`config.mk`:
```
export PLATFORM = sky130hd
export DESIGN_NAME = mul_iter_prefix
export DESIGN_NICKNAME = d
export VERILOG_FILES = /design/src/rtl/mul_iter_prefix.sv
export SDC_FILE = /design/constraint.sdc
export NUM_CORES = 1
export LEC_CHECK = 0
export BUFFER_PORTS_ARGS = -buffer_cell sky130_fd_sc_hd__buf_2
export CAP_MARGIN = 25
export CORE_UTILIZATION = 30
export DETAILED_ROUTE_END_ITERATION = 10
export GPL_ROUTABILITY_DRIVEN = 0
export SKIP_LAST_GASP = 1
export SLEW_MARGIN = 10
export SYNTH_ARGS = -nofsm -noshare
export SYNTH_HDL_FRONTEND = slang
export SYNTH_SLANG_ARGS = --single-unit
```
`constraint.sdc`:
```
create_clock -name clk -period 12 [get_ports clk]
set_clock_uncertainty 0.15 [all_clocks]
set_input_delay 0.6 -clock clk [delete_from_list [all_inputs] [get_ports clk]]
set_output_delay 0.6 -clock clk [all_outputs]
set_load 0.005 [all_outputs]
```
`src/rtl/mul_iter_prefix.sv`:
```
// Iterative shift-add MULT/MULTU unit producing the HI/LO pair, one multiplier
// bit per cycle through a Kogge-Stone prefix adder (sum_prefix).

module sum_prefix #(
  parameter int LOGWIDTH = 5
) (
  input  logic [2**LOGWIDTH-1:0] a,
  input  logic [2**LOGWIDTH-1:0] b,
  input  logic                   cin,
  output logic [2**LOGWIDTH-1:0] sum,
  output logic                   cout
);
  localparam int W = 2**LOGWIDTH;

  logic [W-1:0] gen, prop, grp_g, grp_p, nxt_g, nxt_p;

  // Carry-in folds into bit 0's generate, so the prefix tree yields every carry directly.
  always_comb begin
    prop     = a ^ b;
    gen      = a & b;
    grp_g    = gen;
    grp_g[0] = gen[0] | (prop[0] & cin);
    grp_p    = prop;
    nxt_g    = '0;
    nxt_p    = '0;
    for (int l = 0; l < LOGWIDTH; l++) begin
      nxt_g = grp_g;
      nxt_p = grp_p;
      for (int i = (1 << l); i < W; i++) begin
        nxt_g[i] = grp_g[i] | (grp_p[i] & grp_g[i-(1<<l)]);
        nxt_p[i] = grp_p[i] & grp_p[i-(1<<l)];
      end
      grp_g = nxt_g;
      grp_p = nxt_p;
    end
  end

  assign sum  = prop ^ {grp_g[W-2:0], cin};
  assign cout = grp_g[W-1];
endmodule

module mul_iter_prefix #(
  parameter int LOGWIDTH = 5
) (
  input  logic                   clk,
  input  logic                   reset,
  input  logic                   start,
  input  logic                   is_signed,
  input  logic [2**LOGWIDTH-1:0] a,
  input  logic [2**LOGWIDTH-1:0] b,
  output logic                   busy,
  output logic                   done,
  output logic [2**LOGWIDTH-1:0] hi,
  output logic [2**LOGWIDTH-1:0] lo
);
  localparam int W = 2**LOGWIDTH;
  localparam logic [LOGWIDTH-1:0] LAST = LOGWIDTH'(W - 1);

  typedef enum logic [1:0] {IDLE, RUN, DONE} state_t;

  state_t              state;
  logic [W-1:0]        op_a, op_b, acc_hi, acc_lo;
  logic                op_signed;
  logic [LOGWIDTH-1:0] count;

  logic                last, bit_k, subtract, cout, top;
  logic [W-1:0]        addend, sum, next_hi, next_lo;

  // op_b is shifted right every RUN cycle, so bit 0 is always multiplier bit k.
  assign last     = (count == LAST);
  assign bit_k    = op_b[0];
  assign subtract = op_signed & last & bit_k;
  assign addend   = subtract ? ~op_a : (bit_k ? op_a : '0);

  sum_prefix #(.LOGWIDTH(LOGWIDTH)) u_add (
    .a    (acc_hi),
    .b    (addend),
    .cin  (subtract),
    .sum  (sum),
    .cout (cout)
  );

  // Signed: bit W of the sign-extended sum keeps the shift arithmetic even on overflow.
  assign top     = op_signed ? (acc_hi[W-1] ^ addend[W-1] ^ cout) : cout;
  assign next_hi = {top, sum[W-1:1]};
  assign next_lo = {sum[0], acc_lo[W-1:1]};

  always_ff @(posedge clk) begin
    if (reset) begin
      state     <= IDLE;
      busy      <= 1'b0;
      done      <= 1'b0;
      hi        <= '0;
      lo        <= '0;
      count     <= '0;
      op_a      <= '0;
      op_b      <= '0;
      op_signed <= 1'b0;
      acc_hi    <= '0;
      acc_lo    <= '0;
    end else begin
      case (state)
        IDLE, DONE: begin
          done <= 1'b0;
          if (start) begin
            op_a      <= a;
            op_b      <= b;
            op_signed <= is_signed;
            acc_hi    <= '0;
            acc_lo    <= '0;
            count     <= '0;
            state     <= RUN;
            busy      <= 1'b1;
          end else begin
            state <= IDLE;
            busy  <= 1'b0;
          end
        end
        RUN: begin
          acc_hi <= next_hi;
          acc_lo <= next_lo;
          op_b   <= op_b >> 1;
          count  <= count + 1'b1;
          if (last) begin
            state <= DONE;
            busy  <= 1'b0;
            done  <= 1'b1;
            hi    <= next_hi;
            lo    <= next_lo;
          end
        end
        default: begin
          state <= IDLE;
          busy  <= 1'b0;
          done  <= 1'b0;
        end
      endcase
    end
  end
endmodule
```
==> results by group, run 1 <==
Timing
  – Final WS setup: a little over 7000 ps
  – Final Hold Fails: 0
  – Unrepaired setup endpoints after global routing: false
  – Post-Route Setup TNS: 0 ps
  – Max Fclk: 201.5 MHz
  – Slew margin rel.: 35.02%
  – Fin. max-slew vios: 0
  – Tmin final: 4963 ps
  – Crit share post-route: roughly two fifths
  – Slew @ Worst Pin: approximately 1000 ps
  – Final setup fails: 0

Final layout
  – Antenna cells: 0
  – Layout cells sized above 1: 17.37%
  – Commonest non-fill, non-tap cell in the layout: nand2_1
  – Layout Area Growth over Synthesis: 18.52%
  – Commonest cells after routing, fill and taps aside: nand2_1, dfxtp_1, a21oi_1
  – FILL cells: 3228
  – Post-layout util: a little over a third
  – Final nets: around 1300
  – Post-route insts no fill: 1605

Critical path
  – Bufs and invs on worst path: 2
  – CP Capture Type: flop
  – FF-to-FF End: hi[31]
  – Crit Path Category: flop to flop
  – R2R Path Start: count[0]
  – Worst R2R Path Depth: 18
  – Required time of the critical path: ~12000 ps
  – CP peak stage delay: around 620 ps
  – Worst setup SP type: flop
  – Worst Path Arrival: 5230 ps
  – Crit-path slowest cell: nand2_1
  – WP depth: 18
  – Setup slack, reg-to-reg: 7040 ps
  – Worst Path Max Fanout: 19
  – Delay-heaviest family, CP: compound AO/OA/AOI/OAI gates
  – CP cell instances: ha_1 -> and3_1 -> ha_1 -> nand2_1 -> buf_4 -> xnor2_1 -> nand2_1 -> fa_1 -> inv_1 -> fa_1 -> a211o_1 -> a211oi_2 -> o21a_2 -> o31ai_4 -> a41oi_1 -> o21ai_2 -> mux2i_1 -> a2111oi_2

Drt
  – Drt first-iter violations: 429
  – DRC: 0
  – Post-Route WL: between 20000 and 25000 um
  – DR WL/cell: 15.34 um
  – TritonRoute pass-1 iters: 5
  – DR vias/cell: 4.933
  – Antenna Nets Post-Route: 0
  – Routed vias: roughly 8000

Clock network
  – Clk sink count: 201
  – Num CTS Buffers: 24
  – Worst skew pair latency: around 520 ps
  – Post-cts resize count: 0
  – Hold buffers post-CTS: 0
  – H-tree depth reported by CTS: 1
  – CTS tree: yes
  – Clk buf depth: 3
  – Root Driver: clkbuf_16
  – Post-CTS setup buffer count: 0
  – Clock transition at the registers of the reported paths: 60 ps

Synth
  – Post-Syn Instances: 1104
  – Syn Area/Cell: around 8.5 um2
  – Seq/Total Area, Yosys: 43.10%
  – Yosys reg bits: 201
  – Synthesized Nets: 1207
  – Yosys warning count: 0
  – Distinct cells, synth: 68
  – Post-synth EDFFs: 0
  – Main flop type after synthesis: dfxtp_1
  – Share of flip-flops with an asynchronous set or reset: 0%
  – Mapped Area: about 0.0093 mm2

Global routing
  – Initial antenna violation count: 0
  – Total global-route track usage: 15.16%
  – Largest net degree at the start of global routing: 90
  – GRT Residual Overflow: 0
  – Number of global-route vias before repair: 7428
  – First-pass GRT wire length: 39100 um

Power and ir drop
  – Leakage: 4.441 nW
  – Peak VDD IR: between 0.07 and 0.08 mV
  – Power per Cell Area: around 140 mW/mm2

Place
  – Count of input and output buffers: 133
  – Hpwl dp: roughly 17000 um
  – Pre-CTS worst setup slack: 7052 ps
  – Placed Cells: 1561

Die
  – Core Box Area: 0.03059 mm2
  – Total Die Area: approximately 0.032 mm2
  – Placement row count: 64
  – Initial core utilization: 30.52%
  – Die W: 178.4 um
  – Num ports: 134
  – Die H: 178.4 um

Run
  – Max-cap violations: 0

Min path
  – HP Start: a[0]
  – Hold Path Class: primary input to flop
  – Hold path cells: 3
  – Hold endpoint: op_a[0]

Run status
  – Run status: completed
## layout make-up
class / count / area [um2] / area share, %
multi-input combinational: 814 / 4903 / 44.32
clock inverter: 16 / 198.9 / 1.798
tap: 396 / 495.5 / 4.478
clock buffer: 28 / 656.9 / 5.937
sequential: 201 / 4024 / 36.37
inverter: 8 / 30.03 / 0.2714
timing repair buffer: 142 / 755.7 / 6.830
## per-stage QoR
stage | cell area [um2] | power, mW | hold WS (ps)
2_1_floorplan | 9335 | 0.7696 | 279.7
3_3_place_gp | 10180 | 0.8010 | 289.8
3_5_place_dp | 10210 | 0.8047 | 293.9
4_1_cts | 11060 | 1.590 | 146.1
5_1_grt | 11060 | 1.629 | 155.5
6_report | 11060 | 1.569 | 170.7
## layer usage
layer / vias to the layer above / global-route usage, % / part of all wire, %
li1: 4014 / - / -
met1: 3665 / 21.00 / 49
met2: 199 / 24.19 / 44
met3: 40 / 2.238 / 5.0
met4: 0 / 4.449 / 2.5
met5: - / 0 / 0
## where the power goes
part	internal, mW	total, mW	switching (mW)
registers	0.683	0.695	0.0121
logic	0.0337	0.0931	0.0593
clock network	0.480	0.780	0.300
## cell usage after synthesis, drive strengths merged (9+ instances only)
master	number	share of area (%)
a21o	12	0.98
a21oi	156	8.5
a22o	39	3.7
a22oi	45	3.6
a31oi	9	0.60
and2	33	2.2
clkbuf	70	3.4
dfxtp	201	43
ha	33	4.4
nand2	245	9.9
nand3	10	0.54
nor2	46	1.8
o21a	10	0.83
o21ai	27	1.5
xnor2	55	5.2
## worst register-to-register path, stage by stage (launching register included)
cell and delay (ps):
dfxtp_1 330, ha_1 230, and3_1 190, ha_1 250
nand2_1 620, buf_4 450, xnor2_1 110, nand2_1 90
fa_1 200, inv_1 60, fa_1 430, a211o_1 310
a211oi_2 270, o21a_2 220, o31ai_4 110, a41oi_1 250
o21ai_2 110, mux2i_1 140, a2111oi_2 350
## worst max-delay path by stage
stage / startpoint / slack, ps / end
final: count[0] / 7040 / hi[31]
after global routing: count[0] / 6630 / hi[31]
after CTS: count[0] / 7020 / hi[31]
after detailed placement: count[0] / 7050 / hi[31]
after global placement: count[0] / 7200 / hi[31]
after floorplan: count[0] / 7820 / hi[31]
## cell families (layout without fill, tap and decap cells)
| family | after synthesis | count (layout) | synth area share, % |
|---|---|---|---|
| simple gates | 385 | 385 | 18.03 |
| compound gates | 331 | 331 | 23.33 |
| flops | 201 | 201 | 43.10 |
| buf+inv | 89 | 194 | 4.758 |
| xor+xnor | 62 | 62 | 5.817 |
| fa+ha+maj | 35 | 35 | 4.852 |
| mux | 1 | 1 | 0.1072 |
## sequential cells by signal, indices dropped and copies added, names as in the netlist
signal     flops
acc_hi        32
hi            32
lo            32
op_a          32
op_b          32
acc_lo        31
count          5
state          2
busy           1
done           1
op_signed      1
(Power assumes the default switching activity.)
==> run 2: changes to the inputs <==
Clock period 12 ns to 5 ns, I/O delays scaled along.
==> run 2 against run 1 <==
Net effect:
- largest power group is now sequential cells
- sequential cell count stayed put
- hold slack worse by 140 ps
- non-clock buffer count grew 70
- sequential power is 140% higher
- clock power is 95% higher
- die area did not move
- critical endpoint unchanged
- worst setup slack worse by 6400 ps
- routed wire length is 1.8% higher
- register-to-register slack worse by 6400 ps
- fmax increased by 13%
- sequential share of layout area shrank 1.5 points
==> results by group, run 2 (synthesis results as in run 1) <==
Clock network
  – H-tree depth reported by CTS: 1 (unchanged)
  – Num CTS Buffers: 23 (-4.2%)
  – CTS tree: yes
  – Root Driver: clkbuf_16
  – Clk buf depth: 3 (unchanged)
  – Clock transition at the registers of the reported paths: 60 ps (about the same)
  – Post-CTS setup buffer count: 0 (unchanged)
  – Clk sink count: 201 (unchanged)
  – Worst skew pair latency: 510 ps (about the same)
  – Hold buffers post-CTS: 65 (+65)
  – Post-cts resize count: 0 (unchanged)

Global routing
  – Largest net degree at the start of global routing: 71 (-21%)
  – First-pass GRT wire length: 40300 um (+3.1%)
  – GRT Residual Overflow: 0 (unchanged)
  – Number of global-route vias before repair: 7826 (+5.4%)
  – Total global-route track usage: 15.65% (+0.49 points)
  – Initial antenna violation count: 0 (unchanged)

Timing
  – Max Fclk: 228.0 MHz (+13%)
  – Slew @ Worst Pin: 904.0 ps (-70.69 ps)
  – Final WS setup: 613.6 ps (-6423 ps)
  – Tmin final: 4386 ps (-577.0 ps)
  – Fin. max-slew vios: 0 (unchanged)
  – Final Hold Fails: 0 (unchanged)
  – Final setup fails: 0 (unchanged)
  – Slew margin rel.: 39.73% (+4.7 points)
  – Post-Route Setup TNS: 0 ps (unchanged)
  – Unrepaired setup endpoints after global routing: false
  – Crit share post-route: 87.73% (+46 points)

Final layout
  – Layout Area Growth over Synthesis: 23.68%
  – FILL cells: 3155 (-2.3%)
  – Final nets: 1363 (+5.3%)
  – Layout cells sized above 1: 15.81% (-1.6 points)
  – Commonest non-fill, non-tap cell in the layout: nand2_1
  – Commonest cells after routing, fill and taps aside: nand2_1, dfxtp_1, a21oi_1
  – Register Area: 0.004024 mm2 (unchanged)
  – Antenna cells: 0 (unchanged)
  – Multi-input gate area: 0.004903 mm2 (unchanged)

Drt
  – Antenna Nets Post-Route: 0 (unchanged)
  – TritonRoute pass-1 iters: 5 (unchanged)
  – DR WL/cell: 15.03 um (-2.0%)
  – DRC: 0 (unchanged)
  – Post-Route WL: 25060 um (+1.8%)
  – Drt first-iter violations: 468 (+9.1%)
  – Routed vias: 8262 (+4.3%)
  – DR vias/cell: 4.956 (+0.46%)

Critical path
  – Required time of the critical path: 5250 ps (-7020 ps)
  – Crit path top cell by count: ha_1
  – CP Capture Type: flop
  – Worst setup SP type: flop
  – CP peak stage delay: 410 ps (-210 ps)
  – Worst Path Arrival: 4640 ps (-590 ps)
  – CP cell instances: ha_1 -> and3_1 -> ha_1 -> nand2_1 -> buf_4 -> xnor2_1 -> and2_1 -> ha_1 -> a21oi_4 -> o211ai_1 -> a41oi_1 -> o21ai_1 -> a221oi_1 -> o21ai_2 -> mux2i_1 -> a2111oi_2
  – Crit-path slowest cell: ha_1
  – Crit Path Category: flop to flop
  – Worst Path Max Fanout: 13 (-6)

Place
  – Hpwl dp: 16860 um (+1.2%)
  – Pre-CTS worst setup slack: 645.5 ps (-6407 ps)
  – Count of input and output buffers: 133 (unchanged)

Power and ir drop
  – Leakage: 4.626 nW (+4.2%)
  – Comb pwr share: 7.7% (+1.8 points)
  – Switching power: 828.7 uW (+120%)
  – Reg power frac: 48.3% (+4.0 points)
  – Net Sw Frac: 24.01% (+0.30 points)
  – Clock share of power: 44.0% (-5.7 points)
  – Power per Cell Area: 299.0 mW/mm2 (+110%)
  – P_int: 2.623 mW (+120%)
  – Peak VDD IR: 0.2115 mV (+170%)

Die
  – Initial core utilization: 30.52% (unchanged)
  – Num ports: 134 (unchanged)
  – Die H: 178.4 um (unchanged)
  – Placement row count: 64 (unchanged)
  – Total Die Area: 0.03183 mm2 (unchanged)
  – Die W: 178.4 um (unchanged)
  – Core Box Area: 0.03059 mm2 (unchanged)

Run status
  – Run status: completed

Run
  – Max-cap violations: 0 (unchanged)

Min path
  – Hold Path Class: primary input to flop
-- run 2: power by group through the flow --
stage	registers [mW]	logic (mW)	clock network, mW
after floorplan	1.69	0.154	0
after global placement	1.70	0.224	0
after detailed placement	1.70	0.229	0
after CTS	1.67	0.269	1.57
after global routing	1.67	0.296	1.62
final	1.67	0.266	1.52
-- run 2: layout make-up --
cell class	count	share of cell area, %
clock buffers	32	5.451
flip-flops and latches	201	34.85
inverters	8	0.2601
clock inverters	4	0.2384
well taps	396	4.291
multi-input cells	814	42.47
repair buffers	212	12.44
-- run 2: final timing paths --
| path | startpoint | cells after the start | end | slack, ps |
|---|---|---|---|---|
| setup reg to reg | count[0] | 16 | hi[31] | 610 |
| hold reg to reg | lo[21] | 2 | lo[21] | 300 |
| hold / removal | reset | 2 | hi[16] | 30 |
| setup / recovery | count[0] | 16 | hi[31] | 610 |
-- run 2: per-layer routing --
metal / wire [um] / part of all wire [%] / up-vias / track usage (%)
li1: - / - / 4150 / -
met1: 11950 / 48 / 3878 / 20.94
met2: 11370 / 45 / 197 / 25.92
met3: 1078 / 4.3 / 37 / 2.238
met4: 660 / 2.6 / 0 / 4.590
met5: 0 / 0 / - / 0
-- run 2: worst max-delay path, delay by kind of cell, from the launching register on --
family,cells,cell delay (ps)
compound gates,7,1580
xor+xnor,1,90
fa+ha+maj,3,890
buf+inv,1,340
flops,1,340
mux,1,150
simple gates,3,750
-- run 2: per-stage QoR --
step	util, %	total power [mW]	instance area (um2)	hold WS [ps]	cells
floorplan	-	1.847	9335	236.0	1104
global placement	33.41	1.925	10220	290.1	1565
detailed placement	33.47	1.932	10240	294.2	1566
CTS	37.75	3.506	11550	7.258	1667
global route	37.75	3.588	11550	54.05	1667
finish	37.75	3.452	11550	25.86	1667
